File: src/rtl/movz_wb_stage.sv
// movz_wb_stage: MEM/WB pipeline register with movz conditional write-back,
// GRF write port, W-stage forwarding bus and a retired-instruction counter.
`default_nettype none

module movz_wb_stage #(
  parameter int DATA_W = 32,
  parameter int CNT_W  = 32
) (
  input  logic              clk,
  input  logic              rst_n,
  input  logic              stall_w,
  input  logic              flush_w,
  input  logic              m_valid,
  input  logic              m_regwrite,
  input  logic              m_is_movz,
  input  logic [1:0]        m_wsel,
  input  logic [4:0]        m_waddr,
  input  logic [DATA_W-1:0] m_alu,
  input  logic [DATA_W-1:0] m_dm,
  input  logic [DATA_W-1:0] m_pc,
  input  logic [DATA_W-1:0] m_rs_val,
  input  logic [DATA_W-1:0] m_rt_val,
  output logic              grf_we,
  output logic [4:0]        grf_addr,
  output logic [DATA_W-1:0] grf_wdata,
  output logic [DATA_W-1:0] w_pc,
  output logic [4:0]        fwd_addr,
  output logic [DATA_W-1:0] fwd_data,
  output logic [CNT_W-1:0]  retire_cnt
);

  localparam logic [1:0] c_WSEL_ALU = 2'd0;
  localparam logic [1:0] c_WSEL_DM  = 2'd1;
  localparam logic [1:0] c_WSEL_PC8 = 2'd2;
  localparam logic [1:0] c_WSEL_RS  = 2'd3;

  logic              r_valid;
  logic              r_regwrite;
  logic              r_is_movz;
  logic              r_rt_zero;
  logic [4:0]        r_waddr;
  logic [DATA_W-1:0] r_pc;
  logic [DATA_W-1:0] r_wdata;
  logic [CNT_W-1:0]  r_retire_cnt;

  logic              w_rt_zero_m;
  logic [DATA_W-1:0] w_wdata_m;
  logic              w_load;
  logic              w_we;

  // Write data and the movz condition are resolved in M so W only holds flags.
  assign w_rt_zero_m = (m_rt_val == '0);

  always_comb begin
    w_wdata_m = m_alu;
    case (m_wsel)
      c_WSEL_ALU: w_wdata_m = m_alu;
      c_WSEL_DM:  w_wdata_m = m_dm;
      c_WSEL_PC8: w_wdata_m = m_pc + DATA_W'(8);
      c_WSEL_RS:  w_wdata_m = m_rs_val;
      default:    w_wdata_m = m_alu;
    endcase
  end

  assign w_load = ~flush_w & ~stall_w;

  always_ff @(posedge clk or negedge rst_n) begin
    if (!rst_n) begin
      r_valid      <= 1'b0;
      r_regwrite   <= 1'b0;
      r_is_movz    <= 1'b0;
      r_rt_zero    <= 1'b0;
      r_waddr      <= '0;
      r_pc         <= '0;
      r_wdata      <= '0;
      r_retire_cnt <= '0;
    end else if (flush_w) begin
      r_valid      <= 1'b0;
      r_regwrite   <= 1'b0;
      r_is_movz    <= 1'b0;
      r_rt_zero    <= 1'b0;
      r_waddr      <= '0;
      r_pc         <= '0;
      r_wdata      <= '0;
    end else if (w_load) begin
      r_valid      <= m_valid;
      r_regwrite   <= m_regwrite;
      r_is_movz    <= m_is_movz;
      r_rt_zero    <= w_rt_zero_m;
      r_waddr      <= m_waddr;
      r_pc         <= m_pc;
      r_wdata      <= w_wdata_m;
      if (m_valid) begin
        r_retire_cnt <= r_retire_cnt + CNT_W'(1);
      end
    end
  end

  // A movz whose rt is nonzero still retires but must neither write nor forward.
  assign w_we = r_valid & r_regwrite & (r_waddr != 5'd0) & (~r_is_movz | r_rt_zero);

  assign grf_we     = w_we;
  assign grf_addr   = r_waddr;
  assign grf_wdata  = r_wdata;
  assign w_pc       = r_pc;
  assign fwd_addr   = w_we ? r_waddr : 5'd0;
  assign fwd_data   = r_wdata;
  assign retire_cnt = r_retire_cnt;

endmodule

`default_nettype wire
File: config.mk
export PLATFORM = sky130hd
export DESIGN_NAME = movz_wb_stage
export DESIGN_NICKNAME = d
export VERILOG_FILES = /design/src/rtl/movz_wb_stage.sv
export SDC_FILE = /design/constraint.sdc
export NUM_CORES = 1
export LEC_CHECK = 0
export BUFFER_PORTS_ARGS = -buffer_cell sky130_fd_sc_hd__buf_4
export CORE_ASPECT_RATIO = 0.8
export CORE_MARGIN = 4
export CORE_UTILIZATION = 46
export CTS_CLUSTER_DIAMETER = 40
export DETAILED_ROUTE_END_ITERATION = 10
export PLACE_DENSITY = 0.82
export SLEW_MARGIN = 20
export SYNTH_ARGS = -nofsm -noshare
export SYNTH_HDL_FRONTEND = slang
export SYNTH_SLANG_ARGS = --single-unit
export TNS_END_PERCENT = 1
File: constraint.sdc
create_clock -name clk -period 1.9 [get_ports clk]
set_clock_uncertainty 0.1 [all_clocks]
set_input_delay 0.285 -clock clk [delete_from_list [all_inputs] [get_ports clk]]
set_output_delay 0.285 -clock clk [all_outputs]
set_load 0.03 [all_outputs]
==> flow_summary.ini, run 1 <==
[worst_setup_path]
end_kind = primary output
cp.arrival_ns = 1.49
worstReg2RegStart = retire_cnt[21]
setup.worst_path.start = r_rt_zero
r2r_cells = 5
cp-start-kind = register
worst-r2r-setup-slack_ns = 0.10
slowest_stage = dfrtp_1
setup.worst_path.end = fwd_addr[4]
critical_path_peak_fanout = 5
cp.required_ns = 1.51
max_stage_delay_ns = 0.45
r2r_end = retire_cnt[26]
critPathKind = register to primary output
crit_chain = o211ai_1, a21oi_2, and2_1, buf_6

[detailed_routing]
final_antenna_net_count = 0
drt_wl_total_mm = 21.4
drt-met1-wl_mm = 8.66
route.detailed.drc = 0
highest_layer = met4
met2_length_mm = 10.4
drtIter0Drc = 344
vias_per_cell = 5.48
routed-wl-met3_mm = 1.82
wl_per_cell_um = 19.8
via_count = 5941
firstDrtPassIters = 5

[yosys]
ys_types = 55
synth_area_per_cell_um2 = 10.1
netlist_instances = 604
synth_top_area_cell = dfrtp_1
yosys_warnings = 0
synth_seq_cells = 105
async_reset_ff_share_pct = 100
syn_area_mm2 = 0.00612
syn_nets = 780
synth_top_area_share_pct = 42.9
ys.flop_type = dfrtp_1
synth-edff-count = 0
seq_area_frac_synth_pct = 42.9
netlist_top_cells_area = dfrtp_1 (43%), mux2i_1 (10%), nor2_1 (4.1%), buf_4 (4.0%), xnor2_1 (4.0%)

[global_route]
antenna_found_initial = 0
grt_start_max_net_pins = 59
grt_pass1_wl_mm = 32.4
grt_usage_pct = 27.4
grt_remaining_overflow = 0
grt_pass1_vias = 5950

[clocking]
cts_buffer_depth = 2
clk_pin_slew_ns = 0.07
tritoncts_num_sinks = 105
cts_made_buffers = 9
clock_latency_ns = 0.34
htreeDepth = 3
cts_root_buf = clkbuf_16
cts_tree = yes

[sta]
hold_viol_final = 0
post-route-min-period_ns = 1.87
setup_viol = 0
grt_setup_unrepaired = true
slew_viol_final = 0
fin_crit_sh_pct = 98.5
max_slew.worst_pin.slew_ns = 0.463
layout_setup_ws_ns = 0.0277
slew_headroom_pct = 69.1
fmax_ghz = 0.534

[floorplan]
ios = 313
rows = 37
die_w_um = 137
start_util_pct = 47.2
coreArea_mm2 = 0.0130
die_h_um = 111
die_area_mm2 = 0.0152

[placement]
port_buffers = 312
pre_cts_slack_ns = -0.00747
gp_congestion = 0.924
dp_hpwl_mm = 16.9

[final_layout]
fin_nets = 1080
areaGrowthSynthToFinish_pct = 47.4
drive_gt1_share_pct = 44.9
n_antenna_cell = 0
final_core_util_pct = 69.7

[power]
p_leak_nw = 4.63
p_per_area_mw_per_mm2 = 699
vdd_drop_max_mv = 0.504

[flow_run]
cap_violations = 0

[hold_path]
hold_class = input port to register

[run_status]
outcome = finished clean
==> Yosys cell counts, types with 3 or more instances <==
cell type  count
nor3_1         6
nor4_1        12
nand2_1       40
and2_1         6
mux2_2        16
xnor2_1       28
clkbuf_1      14
o22ai_1       12
a21o_1         9
inv_1          9
xor2_1        23
o21ai_0       15
nand3_1       24
o221ai_1      11
buf_2         12
a21oi_1       13
nor2_1        67
nand4_1       10
a311oi_1       4
dfrtp_1      105
mux2i_1       64
a31oi_1        4
and3_1         6
and4_1        10
or3_1          4
buf_4         33
mux4_2         6
nor2b_1        5
a211oi_1       3
==> where the power goes <==
part           internal [mW]  switching, mW
Combinational          0.766          0.951
Clock                   1.21          0.855
Sequential              2.38          0.154
Total                   4.35           1.96
==> worst min-delay path by stage <==
stage,start,endpoint,slack [ns],cells after the start
final,m_waddr[4],grf_addr[4],0.08,3
after global routing,m_pc[1],w_pc[1],0.08,3
after CTS,m_waddr[0],grf_addr[0],0.07,3
after detailed placement,rst_n,retire_cnt[27],0.16,1
after global placement,rst_n,retire_cnt[27],0.17,1
after floorplan,rst_n,fwd_data[0],-0.11,0
==> layout by cell type (no fill, tap or decap), drive strengths merged, types with 3 or more instances in the layout <==
master / n
clkbuf: 10
or3: 4
and2: 6
a31oi: 4
nand2: 41
a21o: 9
mux2: 16
a311oi: 4
nor4: 13
a21oi: 13
dfrtp: 105
o22ai: 12
xor2: 23
o221ai: 11
nor2: 68
and4: 11
nor3: 7
nand4: 13
and3: 8
buf: 353
nor2b: 5
xnor2: 28
inv: 11
o21ai: 15
mux2i: 64
a211oi: 3
nand3: 24
mux4: 6
==> cell families (layout without fill, tap and decap cells) <==
logic type | Yosys count | in the layout | share of synthesized area, %
mux | 86 | 86 | 15.6
fa+ha+maj | 2 | 2 | 0.409
compound gates | 81 | 81 | 8.89
flops | 105 | 105 | 42.9
xor+xnor | 51 | 51 | 7.29
buf+inv | 74 | 379 | 7.23
simple gates | 205 | 205 | 17.7
==> through the flow <==
stage	total power [mW]	instances	TNS [ns]	area, um^2	hold WS (ns)
after floorplan	3.47	604	-0.103	6130	-0.111
after global placement	4.25	1066	0	8640	0.169
after detailed placement	4.29	1066	-0.00747	8640	0.164
after CTS	6.37	1084	0	9000	0.0709
after global routing	6.57	1084	-0.0329	9030	0.0831
final	6.31	1084	0	9030	0.0842
==> state kept, by name, indices dropped and copies added, names as in the netlist <==
register	flops
grf_addr	5
fwd_data	32
r_valid	1
r_rt_zero	1
retire_cnt	32
r_is_movz	1
r_regwrite	1
w_pc	32
==> worst max-delay path, delay by kind of cell (launching register included) <==
family	cells	cell delay, ns
buffers and inverters	1	0.14
flip-flops	1	0.45
AO/OA/AOI/OAI	2	0.38
AND/OR/NAND/NOR	1	0.19
==> layer usage <==
layer,vias to the layer above,track usage [%]
li1,2737,-
met1,2849,36.5
met2,307,45.6
met3,48,5.40
met4,0,7.45
met5,-,0
==> timing repair <==
item | in CTS | in global routing
resized for setup | 0 | 8
buffers inserted | 1 | 0
endpoints found under the setup margin | 2 | 7
hold endpoints to repair | 31 | 0
pin swaps | 1 | 3
hold buffers | 1 | 0
==> layout make-up <==
class                   instances  area [um^2]
clock inverters                 6         96.3
clock buffers                  10          239
flip-flops and latches        105         2630
fillers                      1062         3930
well taps                     175          219
inverters                       9         33.8
multi-input cells             425         3080
repair buffers                354         2740
Power figures use the tool's default switching activity.
==> run 2, diff against run 1 <==
CORE_ASPECT_RATIO = not set   (was 0.8)
PLACE_DENSITY = 0.81   (was 0.82)
==> run 2 against run 1 <==
Global-route usage increased by 0.28 points. Hold slack got worse by 0.0092 ns. Highest routed layer unchanged. The flow now finishes with violations (setup timing). Critical path depth increased by 2. Sequential power about the same.
==> flow_summary.ini, run 2 (same netlist as run 1, synthesis figures left out) <==
[final_layout]
mostFrequentLayoutCells = buf_4 (353), dfrtp_1 (105), nor2_1 (67), mux2i_1 (64), nand2_1 (40)
fin_nets = 1087
stdcell_area_mm2 = 0.00905
drive_gt1_share_pct = 45.5
layout_commonest_cell = buf_4
fillers = 1008
areaGrowthSynthToFinish_pct = 47.7
n_antenna_cell = 0

[detailed_routing]
firstDrtPassIters = 5
vias_per_cell = 5.45
via_count = 5924
route.detailed.drc = 0
wl_per_cell_um = 19.6
drt_wl_total_mm = 21.3
final_antenna_net_count = 0
drtIter0Drc = 393

[placement]
port_buffers = 312
dp_hpwl_mm = 16.9
placed_area_mm2 = 0.00866
pre_cts_slack_ns = -0.0323
gp_congestion = 0.934

[power]
p_leak_nw = 4.65
p_per_area_mw_per_mm2 = 694
vdd_drop_max_mv = 0.382

[sta]
slew_headroom_pct = 65.9
max_slew.worst_pin.slew_ns = 0.512
tns_ns = -0.00522
setup_viol = 1
post-route-min-period_ns = 1.91
hold_viol_final = 0
grt_setup_unrepaired = true
fin_crit_sh_pct = 100
fmax_ghz = 0.525
layout_setup_ws_ns = -0.00522
timing.hold.ws_ns = 0.0750
slew_viol_final = 0

[worst_setup_path]
critical_path_peak_fanout = 5
end_kind = primary output
critPathKind = register to primary output
cp.arrival_ns = 1.52
cp-start-kind = register
cp.required_ns = 1.51

[run_status]
violations = setup timing
outcome = complete, but fails checks

[clocking]
cts_made_buffers = 9
clock_latency_ns = 0.35
cts_tree = yes
clk_pin_slew_ns = 0.07
cts_root_buf = clkbuf_16
cts_buffer_depth = 2
tritoncts_num_sinks = 105
htreeDepth = 3

[global_route]
grt_start_max_net_pins = 53
grt_usage_pct = 27.7
grt_pass1_wl_mm = 32.0
grt_remaining_overflow = 0
antenna_found_initial = 0
grt_pass1_vias = 5870

[hold_path]
hold_class = input port to register

[floorplan]
die_w_um = 123
ios = 313
rows = 41
die_area_mm2 = 0.0152
start_util_pct = 47.8
die_h_um = 123
coreArea_mm2 = 0.0128

[flow_run]
cap_violations = 0
run 2: changes by cell type in the layout (fill, tap and decap cells not counted), moves of 2 or more:
cell	before	now
buf_4	344	353
and2_1	6	2
and2_4	0	4
and4_1	8	10
and4_4	3	1
buf_12	5	3
run 2: critical path: stages (launching register included):
cell and delay, ns:
dfrtp_1 0.38, inv_1 0.06, o211ai_1 0.08, buf_4 0.16, a21oi_4 0.19, and2_4 0.18
buf_6 0.12
run 2: what timing repair did:
| action | 4_1_cts | 5_1_grt |
|---|---|---|
| setup buffers | 1 | 1 |
| gates cloned | 0 | 0 |
| setup endpoints to repair | 4 | 7 |
| hold endpoints to repair | 24 | 0 |
| pin swaps | 1 | 0 |
| resized for setup | 6 | 5 |
| hold buffers | 1 | 0 |
run 2: metal layers:
layer	up-vias	global-route usage (%)	wire length [um]
met5	-	0	0
met4	0	9.20	527
met1	2862	35.8	8560
met2	277	47.2	10600
li1	2744	-	-
met3	41	4.89	1630
run 2: area by class of cell:
type / instances / area (um^2) / area share [%]
clock inverters: 4 / 76.3 / 0.844
inverters: 9 / 33.8 / 0.373
multi-input cells: 425 / 3090 / 34.1
flip-flops and latches: 105 / 2630 / 29.0
clock buffers: 11 / 243 / 2.68
well taps: 172 / 215 / 2.38
repair buffers: 361 / 2770 / 30.6
run 2: through the flow:
step / utilization [%] / instances / power (mW)
after floorplan: - / 604 / 3.47
after global placement: 67.5 / 1069 / 4.26
after detailed placement: 67.5 / 1069 / 4.29
after CTS: 70.4 / 1086 / 6.30
after global routing: 70.5 / 1087 / 6.52
final: 70.5 / 1087 / 6.28
run 2: path summary, 6_finish.rpt:
kind / start / cells past startpoint / slack (ns) / to
worst max-delay path: r_is_movz / 6 / -0.005 / fwd_addr[3]
worst min-delay path: m_regwrite / 3 / 0.08 / r_regwrite
worst max register to register: retire_cnt[21] / 5 / 0.10 / retire_cnt[28]
worst min register to register: retire_cnt[31] / 1 / 0.38 / retire_cnt[31]
max in group asynchronous: rst_n / 3 / 0.66 / w_pc[12]
min in group asynchronous: rst_n / 2 / 0.33 / w_pc[7]
run 2: power breakdown:
part	switching, mW	total, mW	leakage, nW	internal (mW)
sequential	0.154	2.53	1.40	2.38
combinational	0.958	1.72	3.09	0.766
clock	0.832	2.02	0.152	1.19
